==> src/rtl/ir_order_rx.sv <==
// NEC infrared remote receiver: synchronizes and deglitches the receiver pin,
// measures pulse widths in 10 us ticks and decodes frames into OSD key codes.
module ir_order_rx #(
    parameter int unsigned CLK_FREQ_HZ = 50_000_000,
    parameter int unsigned GLITCH_CYC  = 16,
    parameter bit          ADDR_CHECK  = 1'b0,
    parameter logic [7:0]  DEV_ADDR    = 8'h00,
    parameter bit          REPEAT_EN   = 1'b0
) (
    input  logic       clk,
    input  logic       rst_n,
    input  logic       ir_in,
    output logic [7:0] order,
    output logic       order_en,
    output logic       busy,
    output logic       frame_err
);

    localparam int unsigned TICK_DIV =
        (CLK_FREQ_HZ / 100_000 > 0) ? CLK_FREQ_HZ / 100_000 : 1;
    localparam int unsigned TW = (TICK_DIV > 1) ? $clog2(TICK_DIV) : 1;
    localparam int unsigned GW = (GLITCH_CYC > 1) ? $clog2(GLITCH_CYC) : 1;

    localparam logic [TW-1:0] TICK_LAST   = TW'(TICK_DIV - 1);
    localparam logic [GW-1:0] GLITCH_LAST = GW'(GLITCH_CYC - 1);

    // 120 ms of silence in 10 us ticks
    localparam logic [13:0] IDLE_LIMIT = 14'd12000;
    localparam logic [11:0] DUR_MAX    = 12'hFFF;

    localparam logic [11:0] LEAD_LO = 12'd800;
    localparam logic [11:0] LEAD_HI = 12'd1000;
    localparam logic [11:0] HDR_LO  = 12'd400;
    localparam logic [11:0] HDR_HI  = 12'd500;
    localparam logic [11:0] RPT_LO  = 12'd200;
    localparam logic [11:0] RPT_HI  = 12'd250;
    localparam logic [11:0] BURST_LO = 12'd40;
    localparam logic [11:0] BURST_HI = 12'd70;
    localparam logic [11:0] ONE_LO  = 12'd140;
    localparam logic [11:0] ONE_HI  = 12'd190;

    typedef enum logic [2:0] {
        IDLE   = 3'd0,
        LEAD_L = 3'd1,
        LEAD_H = 3'd2,
        BIT_L  = 3'd3,
        BIT_H  = 3'd4,
        STOP_L = 3'd5
    } state_t;

    // ------------------------------------------------------------------
    logic          sync1_q;
    logic          sync2_q;
    logic          irf_q;
    logic          irf_prev_q;
    logic [GW-1:0] glitch_q;

    always_ff @(posedge clk or negedge rst_n) begin
        if (!rst_n) begin
            sync1_q    <= 1'b1;
            sync2_q    <= 1'b1;
            irf_q      <= 1'b1;
            irf_prev_q <= 1'b1;
            glitch_q   <= '0;
        end else begin
            sync1_q    <= ir_in;
            sync2_q    <= sync1_q;
            irf_prev_q <= irf_q;
            if (sync2_q != irf_q) begin
                if (glitch_q == GLITCH_LAST) begin
                    irf_q    <= sync2_q;
                    glitch_q <= '0;
                end else begin
                    glitch_q <= glitch_q + GW'(1);
                end
            end else begin
                glitch_q <= '0;
            end
        end
    end

    logic rise;
    logic fall;
    logic ir_edge;

    assign rise    = irf_q & ~irf_prev_q;
    assign fall    = ~irf_q & irf_prev_q;
    assign ir_edge = rise | fall;

    // ------------------------------------------------------------------
    logic [TW-1:0] tick_cnt_q;
    logic          tick;

    assign tick = (tick_cnt_q == TICK_LAST);

    always_ff @(posedge clk or negedge rst_n) begin
        if (!rst_n) begin
            tick_cnt_q <= '0;
        end else if (tick) begin
            tick_cnt_q <= '0;
        end else begin
            tick_cnt_q <= tick_cnt_q + TW'(1);
        end
    end

    state_t      state_q;
    state_t      state_d;
    logic [11:0] dur_q;
    logic [13:0] idle_q;

    // An edge restarts the measurement, so a coincident tick is dropped
    always_ff @(posedge clk or negedge rst_n) begin
        if (!rst_n) begin
            dur_q <= '0;
        end else if (ir_edge) begin
            dur_q <= '0;
        end else if (tick && dur_q != DUR_MAX) begin
            dur_q <= dur_q + 12'd1;
        end
    end

    always_ff @(posedge clk or negedge rst_n) begin
        if (!rst_n) begin
            idle_q <= '0;
        end else if (state_q != IDLE || ir_edge) begin
            idle_q <= '0;
        end else if (tick && idle_q != IDLE_LIMIT) begin
            idle_q <= idle_q + 14'd1;
        end
    end

    // ------------------------------------------------------------------
    function automatic logic in_win(
        input logic [11:0] d,
        input logic [11:0] lo,
        input logic [11:0] hi
    );
        return (d >= lo) && (d <= hi);
    endfunction

    logic [4:0]  bitcnt_q;
    logic [4:0]  bitcnt_d;
    logic [31:0] data_q;
    logic [31:0] data_d;
    logic        rpt_q;
    logic        rpt_d;
    logic [7:0]  order_q;
    logic [7:0]  order_d;
    logic        order_en_q;
    logic        order_en_d;
    logic        frame_err_q;
    logic        frame_err_d;
    logic        last_valid_q;
    logic        last_valid_d;

    logic win_burst;
    logic win_one;
    logic frame_ok;

    assign win_burst = in_win(dur_q, BURST_LO, BURST_HI);
    assign win_one   = in_win(dur_q, ONE_LO, ONE_HI);

    assign frame_ok = ((data_q[23:16] ^ data_q[31:24]) == 8'hFF)
                   && ((data_q[7:0] ^ data_q[15:8]) == 8'hFF)
                   && (!ADDR_CHECK || data_q[7:0] == DEV_ADDR);

    always_comb begin
        state_d      = state_q;
        bitcnt_d     = bitcnt_q;
        data_d       = data_q;
        rpt_d        = rpt_q;
        order_d      = order_q;
        order_en_d   = 1'b0;
        frame_err_d  = 1'b0;
        last_valid_d = last_valid_q;

        if (state_q == IDLE && idle_q == IDLE_LIMIT) begin
            last_valid_d = 1'b0;
        end

        unique case (state_q)
            IDLE: begin
                if (fall) begin
                    state_d = LEAD_L;
                end
            end
            LEAD_L: begin
                if (rise) begin
                    if (in_win(dur_q, LEAD_LO, LEAD_HI)) begin
                        state_d = LEAD_H;
                    end else begin
                        state_d     = IDLE;
                        frame_err_d = 1'b1;
                    end
                end else if (dur_q > LEAD_HI) begin
                    state_d     = IDLE;
                    frame_err_d = 1'b1;
                end
            end
            LEAD_H: begin
                if (fall) begin
                    if (in_win(dur_q, HDR_LO, HDR_HI)) begin
                        bitcnt_d = '0;
                        rpt_d    = 1'b0;
                        state_d  = BIT_L;
                    end else if (in_win(dur_q, RPT_LO, RPT_HI)) begin
                        rpt_d   = 1'b1;
                        state_d = STOP_L;
                    end else begin
                        state_d     = IDLE;
                        frame_err_d = 1'b1;
                    end
                end else if (dur_q > HDR_HI) begin
                    state_d     = IDLE;
                    frame_err_d = 1'b1;
                end
            end
            BIT_L: begin
                if (rise) begin
                    if (win_burst) begin
                        state_d = BIT_H;
                    end else begin
                        state_d     = IDLE;
                        frame_err_d = 1'b1;
                    end
                end else if (dur_q > BURST_HI) begin
                    state_d     = IDLE;
                    frame_err_d = 1'b1;
                end
            end
            BIT_H: begin
                if (fall) begin
                    if (win_burst || win_one) begin
                        // LSB-first: the first bit ends up in data[0]
                        data_d   = {win_one, data_q[31:1]};
                        bitcnt_d = bitcnt_q + 5'd1;
                        state_d  = (bitcnt_q == 5'd31) ? STOP_L : BIT_L;
                    end else begin
                        state_d     = IDLE;
                        frame_err_d = 1'b1;
                    end
                end else if (dur_q > ONE_HI) begin
                    state_d     = IDLE;
                    frame_err_d = 1'b1;
                end
            end
            STOP_L: begin
                if (rise) begin
                    state_d = IDLE;
                    if (!win_burst) begin
                        frame_err_d = 1'b1;
                    end else if (rpt_q) begin
                        order_en_d = REPEAT_EN && last_valid_q;
                    end else if (frame_ok) begin
                        order_d      = data_q[23:16];
                        order_en_d   = 1'b1;
                        last_valid_d = 1'b1;
                    end else begin
                        frame_err_d = 1'b1;
                    end
                end else if (dur_q > BURST_HI) begin
                    state_d     = IDLE;
                    frame_err_d = 1'b1;
                end
            end
            default: begin
                state_d = IDLE;
            end
        endcase
    end

    always_ff @(posedge clk or negedge rst_n) begin
        if (!rst_n) begin
            state_q      <= IDLE;
            bitcnt_q     <= '0;
            data_q       <= '0;
            rpt_q        <= 1'b0;
            order_q      <= 8'h00;
            order_en_q   <= 1'b0;
            frame_err_q  <= 1'b0;
            last_valid_q <= 1'b0;
        end else begin
            state_q      <= state_d;
            bitcnt_q     <= bitcnt_d;
            data_q       <= data_d;
            rpt_q        <= rpt_d;
            order_q      <= order_d;
            order_en_q   <= order_en_d;
            frame_err_q  <= frame_err_d;
            last_valid_q <= last_valid_d;
        end
    end

    assign order     = order_q;
    assign order_en  = order_en_q;
    assign frame_err = frame_err_q;
    assign busy      = (state_q != IDLE);

endmodule

==> config.mk <==
export PLATFORM = sky130hd
export DESIGN_NAME = ir_order_rx
export DESIGN_NICKNAME = d
export VERILOG_FILES = /design/src/rtl/ir_order_rx.sv
export SDC_FILE = /design/constraint.sdc
export NUM_CORES = 1
export LEC_CHECK = 0
export CAP_MARGIN = 40
export CORE_UTILIZATION = 55
export CTS_CLUSTER_DIAMETER = 100
export CTS_CLUSTER_SIZE = 8
export DETAILED_ROUTE_END_ITERATION = 7
export PLACE_DENSITY = 0.76
export SLEW_MARGIN = 40
export SYNTH_ARGS = -nofsm -noshare
export SYNTH_HDL_FRONTEND = slang
export SYNTH_SLANG_ARGS = --single-unit
==> constraint.sdc <==
create_clock -name clk -period 2.3 [get_ports clk]
set_input_delay 0.69 -clock clk [delete_from_list [all_inputs] [get_ports clk]]
set_output_delay 0.69 -clock clk [all_outputs]
set_load 0.02 [all_outputs]
Word level (Yosys, flattened, before mapping):

Cells that the tools add are included.

* flip-flop bits (word level): 80
* bits of input ports: 3
* word-level logic and storage cells: 131

* $add $sub $neg: 4
* magnitude comparators: 14
* equality and inequality tests: 20
* mux-type cells: 52
* bitwise operators: 8
* reductions and logical operators: 19

Operators with widths (count)
* 3-bit two-way mux: 15
* 12-bit by 8-bit >= comparator with 1-bit output (second input constant): 2
* 12-bit by 8-bit <= comparator with 1-bit output (second input constant): 2
* 1-bit two-way mux: 24
* 12-bit two-way mux: 2
* 5-bit two-way mux: 4
* 3-bit one-hot mux with 6 select lines: 1
* 8-bit equality test (second input constant): 2
* 8-bit XOR: 2
* 12-bit by 1-bit adder with 12-bit output (second input constant): 1
* 12-bit by 10-bit >= comparator with 1-bit output (second input constant): 1
* 12-bit by 6-bit >= comparator with 1-bit output (second input constant): 1
* 12-bit by 9-bit >= comparator with 1-bit output (second input constant): 1
* 12-bit by 10-bit > comparator with 1-bit output (second input constant): 1
* 12-bit by 7-bit > comparator with 1-bit output (second input constant): 1
* 12-bit by 8-bit > comparator with 1-bit output (second input constant): 1
* 12-bit by 9-bit > comparator with 1-bit output (second input constant): 1
* 12-bit by 10-bit <= comparator with 1-bit output (second input constant): 1
* 12-bit by 7-bit <= comparator with 1-bit output (second input constant): 1
* 12-bit by 9-bit <= comparator with 1-bit output (second input constant): 1
* 12-bit != test (second input constant): 1
* 2-bit != test (second input constant): 5
* 5-bit one-hot mux with 2 select lines: 1
* 5-bit AND reduction: 2
* other kinds (26): 43

Longest topological paths before layout:

Gate-level depths: netlist of the first run.

* depth after elaboration: 8
* depth in mapped cells: 8

Least setup slack after synthesis of the first run:

Ideal clock, no wire load.

* path type: register to register
* start point: register dur_q[8]
* end point: register frame_err_q, in the netlist frame_err
* library setup time: 0.138 ns
* arrival: 2.277 ns
* required time: 2.162 ns
* slack: -0.116 ns
* stages on the path, launching flop included: 6
* path buffers: 0
* cells stage by stage: dfrtp_1 or4_4 or3_1 or2_1 a32o_1 or4_1

* word-level cells in the longest chain between the ends: 6

Ends and longest elaborated chain
* start: declaration: line 108 `logic [11:0] dur_q;`
* start signal: assignment: line 118 `dur_q <= dur_q + 12'd1;`
* 12-bit by 8-bit >= comparator with 1-bit output (tied with other cells): line 138 `return (d >= lo) && (d <= hi);`
* 1-bit logical AND: line 138
* 1-bit two-way mux or 1-bit logical OR (tied branches): line 206, 233
* 1-bit two-way mux, on equally long branches: line 202, 233
* 1-bit two-way mux, on equally long branches: line 201, 232
* 1-bit one-hot mux with 5 select lines *: line 181 `unique case (state_q)`
* named net frame_err_d: line 152 `logic frame_err_d;`
* end signal: assignment: line 289 `frame_err_q <= frame_err_d;`
* end: declaration: line 151 `logic frame_err_q;`

The timed path passes the listed nets; every way through them passes the cells marked *.
A chain may end at the register's enable or synchronous reset.

Worst setup path after layout of the first run:

* start point: register dur_q[10]
* end point: register frame_err_q, in the netlist frame_err

Same word-level chain as after synthesis.

==> flow_summary.json, run 1 <==
{
  "outcome": "finished with violations",
  "failed_checks": "setup timing",
  "cts_post_setup_buffers_inserted": 0,
  "yosys_register_bits": 80,
  "rsz_0062_raised_after_global_routing": "true",
  "global_route_wire_length_before_repair_mm": 14.1,
  "post_drt_wl_per_cell_um": 16.4,
  "power_switching_uw": 612,
  "core_area_sq_mm": 0.00721,
  "clock_tree.htree_level_count": 3,
  "layout_commonest_cell": "sky130_fd_sc_hd__dfrtp_1",
  "boundaryPins": 14,
  "synthAdderAreaFrac_pct": 2.46,
  "p_seq_share_pct": 53.0,
  "whs_ns": 0.237,
  "peak_vdd_ir_v": 0.000417,
  "sequential_cell_area_sq_mm": 0.00201,
  "clkPwrFrac_pct": 45.1,
  "finalHoldViolations": 0,
  "final_cells": 510,
  "sw_frac_of_total_pct": 22.9,
  "yosys_warnings": 0,
  "synth.mux.area_fraction_pct": 12.3,
  "finish.net_count": 417,
  "track_usage_pct": 24.2,
  "wirelength_mm": 8.34,
  "global_route.overflow_total": 0,
  "tritoncts_clock_tree": "built",
  "regToRegStartpoint": "dur_q[10]$_DFFE_PN0P_",
  "critPathCapture": "frame_err$_DFF_PN0_",
  "layout.cells.most_common_list": "sky130_fd_sc_hd__dfrtp_1, sky130_fd_sc_hd__mux2_1, sky130_fd_sc_hd__buf_4, sky130_fd_sc_hd__xnor2_1, sky130_fd_sc_hd__nand2_1",
  "critical_path_peak_fanout": 5,
  "fillCellCount": 577,
  "n_antenna_cell": 0,
  "async_reset_ff_share_pct": 100,
  "post_synth_num_cell_types": 56,
  "cts.path.max_buffers": 2,
  "dp_cells": 494,
  "hold_path_class": "input pin to asynchronous set/reset pin",
  "crit_start": "dur_q[10]$_DFFE_PN0P_",
  "internal-power_mw": 2.06,
  "clk_pin_slew_ns": 0.10,
  "synth_compound_gate_area_share_pct": 9.16,
  "finalClockSkew_ns": 0.0172,
  "fin_area_sq_mm": 0.00477,
  "synth.cell_area_sq_mm": 0.00407,
  "clk_root_buffer_cell": "sky130_fd_sc_hd__clkbuf_8",
  "final_critical_path_setup_slack_ns": -0.0300,
  "leakage_power_of_the_design_nw": 2.18,
  "postSynth.topFlopCell": "sky130_fd_sc_hd__dfrtp_1",
  "setup_viol_count_final": 1,
  "critical_path_type": "flip-flop to flip-flop",
  "worstSkewPairLatency_ns": 0.37,
  "grt_pass1_vias": 2938,
  "timing.final.crit_share_pct": 101,
  "dp.final_hpwl_mm": 5.88,
  "max_slew_margin_pct": 60.6,
  "synth_edf_count": 0,
  "detailedRoute.firstPassIterationCount": 4,
  "number_of_antenna_violations_at_the_first_check_in_global_routing": 0,
  "slew_violations": 0,
  "synth_simple_gate_area_share_pct": 18.0,
  "detail_route.drc_violations": 0,
  "cts_num_sinks": 80,
  "areaGrowthSynthToFinish_pct": 17.2,
  "grt_start_max_net_pins": 35,
  "fmaxAchievable_mhz": 429,
  "fin_crit_ns": 2.33,
  "die_area_sq_mm": 0.00775,
  "worst-r2r-setup-slack_ns": -0.03,
  "power.density_cell_area_mw_per_mm2": 560,
  "detailed_place.area_sq_mm": 0.00452,
  "final_layout_size_suffix_gt1_share_pct": 16.1,
  "cts_inserted_buffers": 9,
  "drv.max_cap_violation_count": 0,
  "syn-instance-count": 371,
  "viasPerCell": 5.88,
  "drt-initial-drc-count": 189,
  "die_h_um": 88.1,
  "post_synth_xor_area_fraction_pct": 6.24,
  "die_w_um": 88.1,
  "post_syn_nets": 382,
  "r2r-end": "frame_err$_DFF_PN0_",
  "critPathCaptureType": "flip-flop",
  "std_cell_rows": 31,
  "start_util_pct": 56.5,
  "worst_setup_path_start_kind": "flip-flop",
  "fin_total_pwr_mw": 2.67,
  "detail-route-antenna-nets": 0,
  "vias_after_detailed_routing": 3000,
  "power.combinational.fraction_pct": 1.9,
  "place_congestion": 0.983,
  "input_output_buffers": 13,
  "tightest_slew_ns": 0.584,
  "worstRegToRegCells": 5,
  "synth.yosys.seq_area_share_pct": 49.3,
  "multiInputGateArea_sq_mm": 0.00200,
  "post-route-util_pct": 66.1,
  "required_ns": 2.53,
  "cp.arrival_ns": 2.56,
  "synth_top_family_by_area": "simple AND/OR/NAND/NOR gates",
  "syn_area_per_cell_sq_um": 11.0
}
==> Yosys cell counts, types with 3 or more instances <==
master                      instances  area share [%]
sky130_fd_sc_hd__a21oi_1            7            0.86
sky130_fd_sc_hd__and2_1            12             1.8
sky130_fd_sc_hd__and3_1             6            0.92
sky130_fd_sc_hd__buf_2              3            0.37
sky130_fd_sc_hd__clkbuf_1          14             1.3
sky130_fd_sc_hd__dfrtp_1           76              47
sky130_fd_sc_hd__dfstp_2            4             2.6
sky130_fd_sc_hd__ha_1               8             2.5
sky130_fd_sc_hd__inv_1              6            0.55
sky130_fd_sc_hd__mux2_1            37              10
sky130_fd_sc_hd__mux2_2             4             1.1
sky130_fd_sc_hd__mux2i_1            4            0.98
sky130_fd_sc_hd__nand2_1           24             2.2
sky130_fd_sc_hd__nand2b_1           5            0.77
sky130_fd_sc_hd__nand3_1           16             2.0
sky130_fd_sc_hd__nand4_1            8             1.2
sky130_fd_sc_hd__nor2_1            11             1.0
sky130_fd_sc_hd__nor2b_1            7             1.1
sky130_fd_sc_hd__nor3_1            12             1.5
sky130_fd_sc_hd__nor4_1             9             1.4
sky130_fd_sc_hd__o2111ai_1          4            0.86
sky130_fd_sc_hd__o211ai_1           5            0.92
sky130_fd_sc_hd__o21ai_0            7            0.86
sky130_fd_sc_hd__o21ai_1            4            0.49
sky130_fd_sc_hd__o31ai_1            4            0.74
sky130_fd_sc_hd__or3_1              6            0.92
sky130_fd_sc_hd__xnor2_1           28             6.0
==> power groups by stage <==
stage / Clock (mW) / Combinational, mW / Sequential [mW]
global route: 1.28 / 0.0596 / 1.42
CTS: 1.23 / 0.0530 / 1.42
finish: 1.21 / 0.0508 / 1.42
global placement: 0 / 0.0519 / 1.45
detailed placement: 0 / 0.0529 / 1.45
floorplan: 0 / 0.0131 / 1.45
==> state kept, by name (all words and copies together), names as in the netlist, 3 cells and up <==
register,count
bitcnt_q,5
glitch_q,4
tick_cnt_q,9
dur_q,12
order,8
state_q,3
data_q,32
==> metrics by stage <==
step                      setup slack, ns  setup TNS, ns
final                             -0.0300        -0.0300
after CTS                         -0.0255        -0.0255
after global placement             0.0695              0
after detailed placement          -0.0157        -0.0157
after global routing              -0.0670        -0.0670
after floorplan                   -0.0280        -0.0280
==> how the worst min path moves through the flow <==
stage / startpoint / endpoint / slack [ns]
floorplan: sync1_q$_DFF_PN1_ / sync2_q$_DFF_PN1_ / 0.35
global placement: sync1_q$_DFF_PN1_ / sync2_q$_DFF_PN1_ / 0.35
detailed placement: sync1_q$_DFF_PN1_ / sync2_q$_DFF_PN1_ / 0.35
CTS: rst_n / data_q[17]$_DFFE_PN0P_ / 0.24
global route: rst_n / order[2]$_DFFE_PN0P_ / 0.27
finish: rst_n / data_q[18]$_DFFE_PN0P_ / 0.24
==> critical path, cell delays in order (launching register included) <==
cell	delay (ns)
sky130_fd_sc_hd__dfrtp_1	0.38
sky130_fd_sc_hd__or4_4	0.59
sky130_fd_sc_hd__or3_4	0.35
sky130_fd_sc_hd__or2_4	0.25
sky130_fd_sc_hd__a32o_1	0.23
sky130_fd_sc_hd__or4_1	0.41
==> per-layer routing <==
layer | GRT usage, % | vias to the layer above | part of all wire, %
met4 | 10.4 | 0 | 1.8
met5 | 0 | - | 0
met2 | 40.7 | 75 | 51
li1 | - | 1427 | -
met1 | 31.3 | 1485 | 44
met3 | 3.49 | 13 | 3.5
==> area by class of cell <==
class	instances	area share (%)
clock inverter	7	2.33
tap	99	2.60
multi-input combinational	266	42.0
timing repair buffer	43	7.89
sequential	80	42.1
clock buffer	9	2.60
inverter	6	0.472
==> logic make-up (layout without fill, tap and decap cells) <==
family                   Yosys count  count (layout)
multiplexers                      45              45
buffers and inverters             25              65
AND/OR/NAND/NOR                  132             132
flip-flops                        80              80
XOR/XNOR                          29              29
adder cells (fa/ha/maj)            8               8
AO/OA/AOI/OAI                     52              52
==> what timing repair did <==
| item | CTS | global route |
|---|---|---|
| resized for setup | 1 | 6 |
| hold buffers | 0 | 0 |
| pin swaps | 0 | 0 |
| cloned | 0 | 0 |
| endpoints found under the setup margin | 2 | 32 |
| endpoints found under the hold margin | 0 | 0 |
Note: power is estimated with default switching activity, not from simulation.
==> run 2, diff against run 1 <==
--- a/config.mk
+++ b/config.mk
@@ -10,6 +10,7 @@
 export CTS_CLUSTER_DIAMETER = 100
 export CTS_CLUSTER_SIZE = 8
 export DETAILED_ROUTE_END_ITERATION = 7
+export GPL_ROUTABILITY_DRIVEN = 0
 export PLACE_DENSITY = 0.76
 export SLEW_MARGIN = 40
 export SYNTH_ARGS = -nofsm -noshare
==> run 2 against run 1 <==
The run now ends clean. Critical path type unchanged. Count of clock-buffer cells in the layout is the same. Highest routed layer unchanged. Register-to-register slack better by 0.06 ns. Sequential share of layout area increased by 0.52 points. Largest power group unchanged. Critical endpoint unchanged. Largest cell class unchanged.
==> flow_summary.json, run 2 (same netlist as run 1, synthesis figures left out) <==
{
  "slew_violations": 0,
  "max_slew_margin_pct": 62.1,
  "core_area_sq_mm": 0.00721,
  "vias_after_detailed_routing": 2937,
  "clock_tree.htree_level_count": 3,
  "areaGrowthSynthToFinish_pct": 15.7,
  "wirelength_mm": 7.94,
  "grt_start_max_net_pins": 37,
  "setup_viol_count_final": 0,
  "critPathCaptureType": "flip-flop",
  "cts_inserted_buffers": 9,
  "std_cell_rows": 31,
  "post_drt_wl_per_cell_um": 15.5,
  "detailedRoute.firstPassIterationCount": 4,
  "cts.path.max_buffers": 2,
  "leakage_power_of_the_design_nw": 2.15,
  "layout_commonest_cell": "sky130_fd_sc_hd__dfrtp_1",
  "fin_total_pwr_mw": 2.44,
  "detail_route.drc_violations": 0,
  "pre_cts_slack_ns": 0.0203,
  "peak_vdd_ir_v": 0.000272,
  "global_route.overflow_total": 0,
  "fin_crit_ns": 2.27,
  "final_critical_path_setup_slack_ns": 0.0261,
  "hold_path_class": "input pin to asynchronous set/reset pin",
  "finalClockSkew_ns": 0.0145,
  "largest_register_ffs": 32,
  "drv.max_cap_violation_count": 0,
  "track_usage_pct": 23.2,
  "finalHoldViolations": 0,
  "detail-route-antenna-nets": 0,
  "fmaxAchievable_mhz": 440,
  "final_layout_size_suffix_gt1_share_pct": 16.0,
  "layout.cells.most_common_list": "sky130_fd_sc_hd__dfrtp_1, sky130_fd_sc_hd__mux2_1, sky130_fd_sc_hd__buf_4, sky130_fd_sc_hd__xnor2_1, sky130_fd_sc_hd__nand2_1",
  "fillCellCount": 580,
  "rsz_0062_raised_after_global_routing": "true",
  "required_ns": 2.54,
  "fin_area_sq_mm": 0.00471,
  "outcome": "completed",
  "drt-initial-drc-count": 125,
  "biggestRegsByFlops": "data_q x32, dur_q x12, tick_cnt_q x9",
  "worst_setup_path_start_kind": "flip-flop",
  "input_output_buffers": 13,
  "dp.final_hpwl_mm": 5.69,
  "worstSkewPairLatency_ns": 0.36,
  "die_w_um": 88.1,
  "tightest_slew_ns": 0.563,
  "die_area_sq_mm": 0.00775,
  "cp.arrival_ns": 2.51,
  "multiInputGateArea_sq_mm": 0.00200,
  "grt_pass1_vias": 2880,
  "cts_num_sinks": 80,
  "max_flop_register": "data_q",
  "detailed_place.area_sq_mm": 0.00450,
  "critical_path_type": "flip-flop to flip-flop",
  "boundaryPins": 14,
  "global_route_wire_length_before_repair_mm": 13.7,
  "n_antenna_cell": 0,
  "tritoncts_clock_tree": "built",
  "finish.net_count": 418,
  "clk_pin_slew_ns": 0.09,
  "timing.final.crit_share_pct": 98.9,
  "clk_root_buffer_cell": "sky130_fd_sc_hd__clkbuf_8",
  "viasPerCell": 5.75,
  "start_util_pct": 56.5,
  "sequential_cell_area_sq_mm": 0.00201,
  "critical_path_peak_fanout": 3,
  "whs_ns": 0.261,
  "number_of_antenna_violations_at_the_first_check_in_global_routing": 0,
  "die_h_um": 88.1,
  "power.density_cell_area_mw_per_mm2": 519
}
## run 2: layout make-up
class,count,share of cell area [%]
tap,99,2.63
clock inverter,7,1.30
timing repair buffer,44,7.89
inverter,6,0.478
multi-input combinational,266,42.4
sequential,80,42.6
clock buffer,9,2.63
## run 2: worst paths after layout
check | startpoint | end | slack (ns) | cells after the start
max in group asynchronous | rst_n | irf_q$_DFFE_PN1P_ | 1.42 | 2
worst max-delay path | dur_q[11]$_DFFE_PN0P_ | frame_err$_DFF_PN0_ | 0.03 | 5
worst max register to register | dur_q[11]$_DFFE_PN0P_ | frame_err$_DFF_PN0_ | 0.03 | 5
worst min register to register | sync1_q$_DFF_PN1_ | sync2_q$_DFF_PN1_ | 0.36 | 0
worst min-delay path | rst_n | tick_cnt_q[8]$_DFF_PN0_ | 0.26 | 1
min in group clk | sync1_q$_DFF_PN1_ | sync2_q$_DFF_PN1_ | 0.36 | 0
## run 2: worst max-delay path, cell delays in order (launching register included)
cell,delay [ns]
sky130_fd_sc_hd__dfrtp_1,0.39
sky130_fd_sc_hd__or4_4,0.58
sky130_fd_sc_hd__or3_4,0.35
sky130_fd_sc_hd__or2_4,0.24
sky130_fd_sc_hd__a32o_1,0.21
sky130_fd_sc_hd__or4_1,0.39
## run 2: what timing repair did
action,in CTS,in global routing
gates resized for setup,1,5
setup buffers,0,1
gates cloned,0,0
pin swaps,0,1
hold buffers,0,0
setup endpoints to repair,1,35
## run 2: metrics by stage
step                TNS [ns]  util [%]  cells
finish                     0      65.3    511
global route         -0.0624      65.3    511
CTS                        0      65.0    510
detailed placement         0      62.4    494
global placement           0      62.4    494
floorplan            -0.0280         -    371
## run 2: where the power goes
group	total [mW]	internal, mW	switching [mW]
sequential	1.42	1.41	0.00546
clock	0.977	0.410	0.567
combinational	0.0488	0.0139	0.0349
total	2.44	1.84	0.608
## run 2: metal layers
metal | routed length (um) | global-route usage, %
met1 | 3630 | 30.3
met2 | 3820 | 36.3
met3 | 341 | 6.31
met4 | 141 | 10.1
met5 | 0 | 0
